**src/rtl/icache_responder.sv**
```systemverilog
// icache_responder: direct-mapped read-only instruction cache with single-miss fill FSM
module icache_responder #(
  parameter int NSETS = 16,
  parameter int WORD_W = 32
) (
  input  logic              CLK,
  input  logic              nRST,
  input  logic              imemREN,
  input  logic [WORD_W-1:0] imemaddr,
  output logic              ihit,
  output logic [WORD_W-1:0] imemload,
  output logic              iREN,
  output logic [WORD_W-1:0] iaddr,
  input  logic              iwait,
  input  logic [WORD_W-1:0] iload
);
  localparam int IW = $clog2(NSETS);
  localparam int TW = WORD_W - IW - 2;
  typedef enum logic {IDLE, FETCH} state_t;
  state_t state, next_state;
  logic [NSETS-1:0] valid;
  logic [TW-1:0] tags [NSETS];
  logic [WORD_W-1:0] data [NSETS];
  logic [WORD_W-1:0] miss_addr;
  logic [IW-1:0] idx, fidx;
  logic [TW-1:0] tag;
  logic fill;
  assign idx = imemaddr[IW+1:2];
  assign tag = imemaddr[WORD_W-1:IW+2];
  assign fidx = miss_addr[IW+1:2];
  always_comb begin
    ihit = imemREN && state == IDLE && valid[idx] && tags[idx] == tag;
    imemload = ihit ? data[idx] : '0;
    iREN = state == FETCH;
    iaddr = iREN ? miss_addr : '0;
    fill = iREN && !iwait;
    next_state = state == IDLE ? (imemREN && !ihit ? FETCH : IDLE) : (iwait ? FETCH : IDLE);
  end
  always_ff @(posedge CLK or negedge nRST)
    if (!nRST) begin
      state <= IDLE;
      valid <= '0;
      miss_addr <= '0;
    end else begin
      state <= next_state;
      if (state == IDLE && next_state == FETCH) miss_addr <= imemaddr & ~WORD_W'(3);
      if (fill) valid[fidx] <= 1'b1;
    end
  always_ff @(posedge CLK)
    if (fill) begin
      tags[fidx] <= miss_addr[WORD_W-1:IW+2];
      data[fidx] <= iload;
    end
endmodule

```
**config.mk**
```make
export PLATFORM = sky130hd
export DESIGN_NAME = icache_responder
export DESIGN_NICKNAME = d
export VERILOG_FILES = /design/src/rtl/icache_responder.sv
export SDC_FILE = /design/constraint.sdc
export NUM_CORES = 1
export LEC_CHECK = 0
export CORE_MARGIN = 2
export CORE_UTILIZATION = 45
export CTS_CLUSTER_SIZE = 14
export DETAILED_ROUTE_END_ITERATION = 12
export PLACE_DENSITY_LB_ADDON = 0.2
export SYNTH_ARGS = -nofsm -noshare
export SYNTH_HDL_FRONTEND = slang
export SYNTH_SLANG_ARGS = --single-unit
```
**constraint.sdc**
```tcl
create_clock -name CLK -period 10.3 [get_ports CLK]
set_input_delay 2.06 -clock CLK [delete_from_list [all_inputs] [get_ports CLK]]
set_output_delay 2.06 -clock CLK [all_outputs]
set_load 0.03 [all_outputs]
```
# ---- Word-level counts from Yosys, hierarchy flattened
# Memories as Yosys holds them, arrays and structs flattened.
# Index checks and enable logic that the tools add are counted.
dict set report totals {
  ff_bits 47
  ram_bits 928
  in_bits 68
  out_inout_bits 66
  elab_cells 31
  n_memories 2
}
# memory words width rd rd_clocked_by_memory_dff wr line_no
set mem_list {}
lappend mem_list {data 16 32 1 0 1 23} ;# logic [WORD_W-1:0] data [NSETS];
lappend mem_list {tags 16 26 1 0 1 22} ;# logic [TW-1:0] tags [NSETS];
dict set report classes {
  n_lt_le_gt_ge 3
  eq_ne 1
  muxes 11
  bitwise 2
  reduce_logical 9
}
# cell n
set op_table {}
lappend op_table {{$mux 32} 2}
lappend op_table {{$eq 26x26->1} 1}
lappend op_table {{$or 16x16->16} 1}
lappend op_table {{$lt 4x5->1 const B} 2}
lappend op_table {{$logic_and 1x1->1} 7}
lappend op_table {{$mux 1} 7}
lappend op_table {{$bmux 1 s4} 1}
lappend op_table {{$demux 1 s4} 1}
lappend op_table {{$ge 4x1->1 const B} 1}
lappend op_table {{$logic_not 1->1} 2}
lappend op_table {{$not 1->1} 1}

# ---- Logic depth before layout (Yosys ltp)
# Gate-level depths: netlist of run 1.
dict set report depth {
  ltp_word 9
  depth_mapped 14
}

# ---- Least setup slack after synthesis of run 1
# Ideal clock, no wire load.
dict set report synth_timing {
  kind {in2out}
  start {input imemaddr[4]}
  end {output imemload[10]}
  arrival_ns 5.229
  required_ns 8.240
  path_slack_ns 3.011
  path_stages 13
  path_buffers 6
  cell_sequence {buf_2 -> buf_2 -> buf_2 -> buf_2 -> buf_1 -> mux2i_1 -> nor2_1 -> a21oi_1 -> xor2_1 -> nand4_1 -> or4_4 -> clkbuf_1 -> nor2b_1}
}
dict set report synth_via {
  elab_chain_len 5
  elab_cells_between_ends 8
  cone_classes {eq/ne (1); mux (3); reduce/logical (2); memory (2)}
}
# element line_no
set synth_rtl {}
lappend synth_rtl {{from (decl)} 9} ;# input logic [WORD_W-1:0] imemaddr,
lappend synth_rtl {{parallel branches: the longest is 4 deep, another holds $mem_v2 16x26} n/a}
lappend synth_rtl {{$mux 32 (*)} 33} ;# imemload = ihit ? data[idx] : '0;
lappend synth_rtl {{to (decl)} 11} ;# output logic [WORD_W-1:0] imemload,
# Every way passes the cells marked *. The select of a mux whose other input is x is not followed.

# ---- Final worst setup path of run 1
dict set report layout_timing {
  start {input imemaddr[2]}
  end {output imemload[1]}
}
# The elaborated chain is that of the path after synthesis.

==> metrics.md, run 1 <==
| Metric | Value |
|---|---|
| Worst Skew | ~0.025 ns |
| Fin crit share | between 80% and 90% |
| Cell area after layout | around 44000 sq um |
| CTS root buf | clkbuf_16 |
| Clock transition at the registers of the reported paths | approximately 0.060 ns |
| Outcome | finished, final reports clean |
| # hold bufs at CTS | 0 |
| Pin count of the biggest net entering global routing | 86 |
| Hold Fails Final Rpt | 0 |
| Placed Area | between 40000 and 50000 sq um |
| Final Max Slew Viols | 0 |
| Min Tclk post-route | about 9 ns |
| F_max | about 110 MHz |
| Crit. End Element | output pin |
| TritonCTS buffer count | 100 |
| Max Cap Viol | 0 |
| WL final | a little under 90 mm |
| Crit path DAT | roughly 7.0 ns |
| # DRC | 0 |
| Sequential cell area fraction in the yosys report | 76.35% |
| Setup TNS | 0 ns |
| Detail Route Antenna Nets | 0 |
| Final Power | about 9 mW |
| Nets | 1932 |
| Area Growth Syn to Fin | 15.52% |
| Ports | around 130 |
| Final core utilization | between 50% and 60% |
| Drt first pass iters | 6 |
| RSZ-0062 raised after global routing | no |
| Commonest register cell after synthesis | edfxtp_1 |
| Layout cells sized above 1 | 26.26% |
| Antenna violations before repair | 4 |
| Critical path's slowest cell | a2111oi_1 |
| Required @ worst endpoint | just over 8 ns |
| Die area | ~87000 sq um |
| Vias in the first global route | 18564 |
| Crit Path Max Fanout | 85 |
| Synth async-reset ratio | under 10% |
| Grt total ovfl | 0 |
| Most frequent cells in the layout | edfxtp_1, mux4_2, clkdlybuf4s50_1 |
| Core area | around 84000 sq um |
| Dpl ws | approximately 1.2 ns |
| Max IR drop VDD | about 0.13 mV |
| CTS Sinks | just under 1000 |
| Clk Latency, worst-skew pair | about 0.67 ns |
| Global-route wire length before repair | 129.7 mm |
| Rows | 106 |
| Max clock buf depth | 3 |
| Layout fillers | about 6500 |
| Area of the multi-input gates | 8615 sq um |
| Synthesized area per cell | approximately 23 sq um |
| Initial DRC Count | about 1600 |
| CTS tree | built |
| Leakage power | 14.04 nW |
| Post-DP HPWL | 45.12 mm |
| Tightest Pin Transition | around 1.2 ns |
| Hold Path Class | register to register |
| Die width | around 290 microns |
| Post-synth cell types | 56 |
| Setup repair bufs after CTS | 0 |
| Crit path cell chain | buf_8 > mux4_2 > xor2_1 > a211oi_1 > a31oi_1 > a2111oi_1 > nand3_1 > or4_4 > nor2b_1 > clkdlybuf4s50_1 |
| Worst setup margin | ~1.2 ns |
| Synthesized flop and latch total | ~980 |
| Die Height | approximately 300 microns |
| Gpl congestion | ~0.75 |
| Setup CP Type | input pin to output pin |
| Pwr dens | between 200 and 250 nW/um^2 |
| Most common cell after layout, fill and taps aside | edfxtp_1 |
| Startpoint Class | input pin |
| Initial Util | about 45% |
| Register area | about 29000 sq um |
| Cell total after placement | roughly 2900 |
| Vias per cell | between 5 and 6 |
| Cell area after synthesis | 38040 sq um |
| Worst Hold Slack | roughly 0.47 ns |
| YS warnings | 0 |
| Avg WL per Cell | 28.95 microns |
| Final Non-Filler Cells | a little over 3000 |
| Total GRT Usage | a little over a fifth |
| DR vias | between 15000 and 20000 |
| Post-synth EDFFs | 928 |
| Post-CTS Resized | 0 |
| Syn Inst Count | 1677 |
| Port Buffer Count | 129 |
| Slew headroom | about a fifth |
| H-tree depth | 3 |
| CP max stage delay | between 0.9 and 1 ns |
| Final setup fails | 0 |
-- routing by layer --
metal | vias up | global-route usage [%] | share of wire (%)
li1 | 7405 | - | -
met1 | 9642 | 29.11 | 42
met2 | 567 | 35.05 | 50
met3 | 131 | 3.522 | 5.4
met4 | 8 | 4.890 | 2.0
met5 | - | 0 | 0.057
-- synthesized netlist by cell type (all sizes together), types with 2 or more instances --
library cell / instances / share of area, %
edfxtp: 928 / 73
mux4: 252 / 15
mux2i: 59 / 1.6
buf: 54 / 0.93
dfrtp: 47 / 3.1
nor2b: 41 / 0.67
mux2: 34 / 1.3
clkbuf: 32 / 0.32
and2: 30 / 0.49
nor2: 26 / 0.26
or2: 17 / 0.28
xnor2: 17 / 0.39
a21oi: 13 / 0.17
nand2: 13 / 0.13
nor3: 13 / 0.17
a22oi: 10 / 0.20
xor2: 10 / 0.23
a22o: 8 / 0.18
o21ai: 8 / 0.11
inv: 6 / 0.059
o22ai: 6 / 0.099
nand2b: 5 / 0.082
nor4b: 5 / 0.15
nand3b: 4 / 0.079
or3: 4 / 0.066
nand3: 3 / 0.039
nand4: 3 / 0.049
o31ai: 3 / 0.095
a211oi: 2 / 0.039
a221oi: 2 / 0.046
a31oi: 2 / 0.033
nor3b: 2 / 0.039
o211ai: 2 / 0.039
o21a: 2 / 0.039
-- state kept, by name, summed over array words and instances (netlist names) --
name       count
data         512
miss_addr     30
tags         416
iREN           1
valid         16
-- cell families after synthesis --
logic type	after synthesis	synth area share, %
flops	975	76.35
other cells	1	0.009858
compound gates	64	1.191
buf+inv	92	1.303
simple gates	173	2.671
xor+xnor	27	0.6217
mux	345	17.85
-- worst max-delay path, delay by kind of cell --
family | cells | cell delay [ns]
compound gates | 3 | 1.38
mux | 1 | 0.61
buf+inv | 2 | 1.45
xor+xnor | 1 | 0.16
simple gates | 3 | 1.28
-- layout make-up --
class | count | area share (%)
Sequential cell | 975 | 66.09
Multi-Input combinational cell | 611 | 19.60
Clock buffer | 120 | 5.959
Timing Repair Buffer | 170 | 3.642
Tap cell | 1134 | 3.229
Clock inverter | 64 | 1.415
Inverter | 6 | 0.05410
Antenna cell | 1 | 0.005695
-- path summary, 6_finish.rpt --
| check | startpoint | endpoint | slack, ns | cells past startpoint |
|---|---|---|---|---|
| max in group asynchronous | nRST | miss_addr[18] | 8.19 | 2 |
| min in group asynchronous | nRST | miss_addr[2] | 1.57 | 2 |
| worst min register to register | valid[1] | valid[1] | 0.47 | 1 |
| worst max register to register | tags[3][25] | miss_addr[20] | 5.51 | 9 |
| worst max-delay path | imemaddr[2] | imemload[1] | 1.24 | 10 |
| worst min-delay path | valid[1] | valid[1] | 0.47 | 1 |
-- power breakdown --
part	internal [mW]	switching, mW	total (mW)
Sequential	4.59	0.147	4.73
Clock	2.05	1.52	3.57
Combinational	0.301	0.371	0.672
Total	6.94	2.04	8.97
No activity file was read; power rests on OpenSTA's default activity.
==> run 2: changes to the inputs <==
- CORE_UTILIZATION: 45 -> 50
==> metrics.md, run 2 (same netlist as run 1, synthesis figures left out) <==
| Metric | Value |
|---|---|
| Vias per cell | just over 6 |
| Global-route wire length before repair | 126.6 mm |
| Final setup fails | 0 |
| Final Power | ~8.9 mW |
| WL final | ~86 mm |
| Initial DRC Count | about 1700 |
| Most common cell after layout, fill and taps aside | edfxtp_1 |
| Max reg flops | a little over 500 |
| Detail Route Antenna Nets | 0 |
| Reg-to-reg setup timing slack | around 5.4 ns |
| Setup TNS | 0 ns |
| Clock transition at the registers of the reported paths | approximately 0.05 ns |
| CTS root buf | clkbuf_16 |
| Pwr dens | about 200 nW/um^2 |
| Min Tclk post-route | approximately 8.8 ns |
| Setup repair bufs after CTS | 0 |
| Grt total ovfl | 0 |
| Final Max Slew Viols | 0 |
| Registers with the highest flip-flop counts | data (512), tags (416), miss_addr (30) |
| Vias in the first global route | approximately 19000 |
| Fin crit share | between 80% and 90% |
| Required @ worst endpoint | roughly 8.2 ns |
| Antenna violations before repair | 4 |
| Pin count of the biggest net entering global routing | between 80 and 90 |
| Ports | approximately 130 |
| CTS Sinks | approximately 980 |
| Outcome | finished, final reports clean |
| Cell total after placement | 2740 |
| Crit Path Max Fanout | between 80 and 90 |
| Clk Latency, worst-skew pair | 0.65 ns |
| TritonCTS buffer count | 99 |
| Leakage power | 14.03 nW |
| Hold Path Class | register to register |
| Max IR drop VDD | 0.1465 mV |
| Nets | slightly below 2000 |
| # hold bufs at CTS | 0 |
| # DRC | 0 |
| Largest Register | data |
| Core area | 75570 sq um |
| Max Cap Viol | 0 |
| Tightest Pin Transition | 1.131 ns |
| DR vias | approximately 18000 |
| Drt first pass iters | 5 |
| Total GRT Usage | 22.54% |
| Port Buffer Count | approximately 130 |
| Avg WL per Cell | slightly below 30 microns |
| Initial Util | around 50% |
| Post-DP HPWL | approximately 44 mm |
| Most frequent cells in the layout | edfxtp_1, mux4_2, clkdlybuf4s50_1 |
| Worst Skew | 0.01825 ns |
| Startpoint Class | input pin |
| Layout cells sized above 1 | roughly a quarter |
| Max clock buf depth | 3 |
| Die width | 279.8 microns |
| Post-CTS Resized | 0 |
| RSZ-0062 raised after global routing | no |
| Rows | around 100 |
| Hold Fails Final Rpt | 0 |
| CTS tree | built |
| Setup CP Type | input pin to output pin |
| F_max | around 110 MHz |
| Gpl congestion | between 0.7 and 0.8 |
| Crit. End Element | output pin |
| Final Non-Filler Cells | approximately 2900 |
| Die Height | ~280 microns |
| Die area | 78300 sq um |
| Crit path DAT | between 6 and 7 ns |
| Slew headroom | approximately 25% |
| H-tree depth | 3 |
| Area Growth Syn to Fin | 14.89% |
==> run 2: changes by cell type in the layout (fill, tap and decap cells not counted), sizes merged <==
cell,previous run,this run
bufinv,9,10
clkinv,42,44
inv,11,9
clkinvlp,8,1
clkbuf,120,125
==> run 2: final timing paths <==
| kind | startpoint | end | depth (start not counted) |
|---|---|---|---|
| worst max-delay path | imemaddr[4] | imemload[22] | 11 |
| worst min-delay path | valid[5] | valid[5] | 1 |
| worst max register to register | iREN | miss_addr[31] | 10 |
| worst min register to register | valid[5] | valid[5] | 1 |
| max in group asynchronous | nRST | valid[3] | 2 |
| min in group asynchronous | nRST | miss_addr[5] | 2 |
==> run 2: final cells by class <==
| cell class | count | area (sq um) |
|---|---|---|
| Antenna cell | 1 | 2.502 |
| Inverter | 6 | 23.77 |
| Multi-Input combinational cell | 611 | 8615 |
| Fill cell | 5489 | 31870 |
| Timing Repair Buffer | 170 | 1600 |
| Tap cell | 978 | 1224 |
| Clock buffer | 125 | 2595 |
| Sequential cell | 975 | 29040 |
| Clock inverter | 58 | 600.6 |
==> run 2: report_power, final <==
part           leakage, nW  internal (mW)  switching [mW]
combinational         3.56          0.301           0.367
sequential            8.90           4.59           0.146
clock                 1.56           2.04            1.47
total                 14.0           6.93            1.98
==> run 2: layer usage <==
layer	GRT usage (%)	routed length [microns]	vias up
met1	32.44	36830	9661
met5	0	55	-
met2	36.47	42740	577
li1	-	-	7410
met3	3.862	4959	129
met4	5.416	1766	8
==> run 2: worst max-delay path, cell delays in order <==
cell             delay, ns
buf_6                 0.66
buf_4                 0.51
mux4_2                0.28
mux2i_1               0.14
a32oi_1               0.26
a31oi_1               0.14
a2111oi_1             0.65
nand3_1               0.16
or4_4                 0.71
nor2b_1               0.24
clkdlybuf4s50_1       0.70
==> run 2: stage by stage <==
step | cell area [sq um] | util (%) | worst slack, ns | hold slack, ns
final | 43700 | 57.83 | 1.517 | 0.4617
after detailed placement | 40510 | 53.60 | 1.597 | 0.4484
after CTS | 43700 | 57.83 | 1.530 | 0.4626
after global routing | 43700 | 57.83 | 1.380 | 0.4817
after floorplan | 38040 | - | 3.011 | 0.4337
after global placement | 40510 | 53.60 | 1.662 | 0.4458
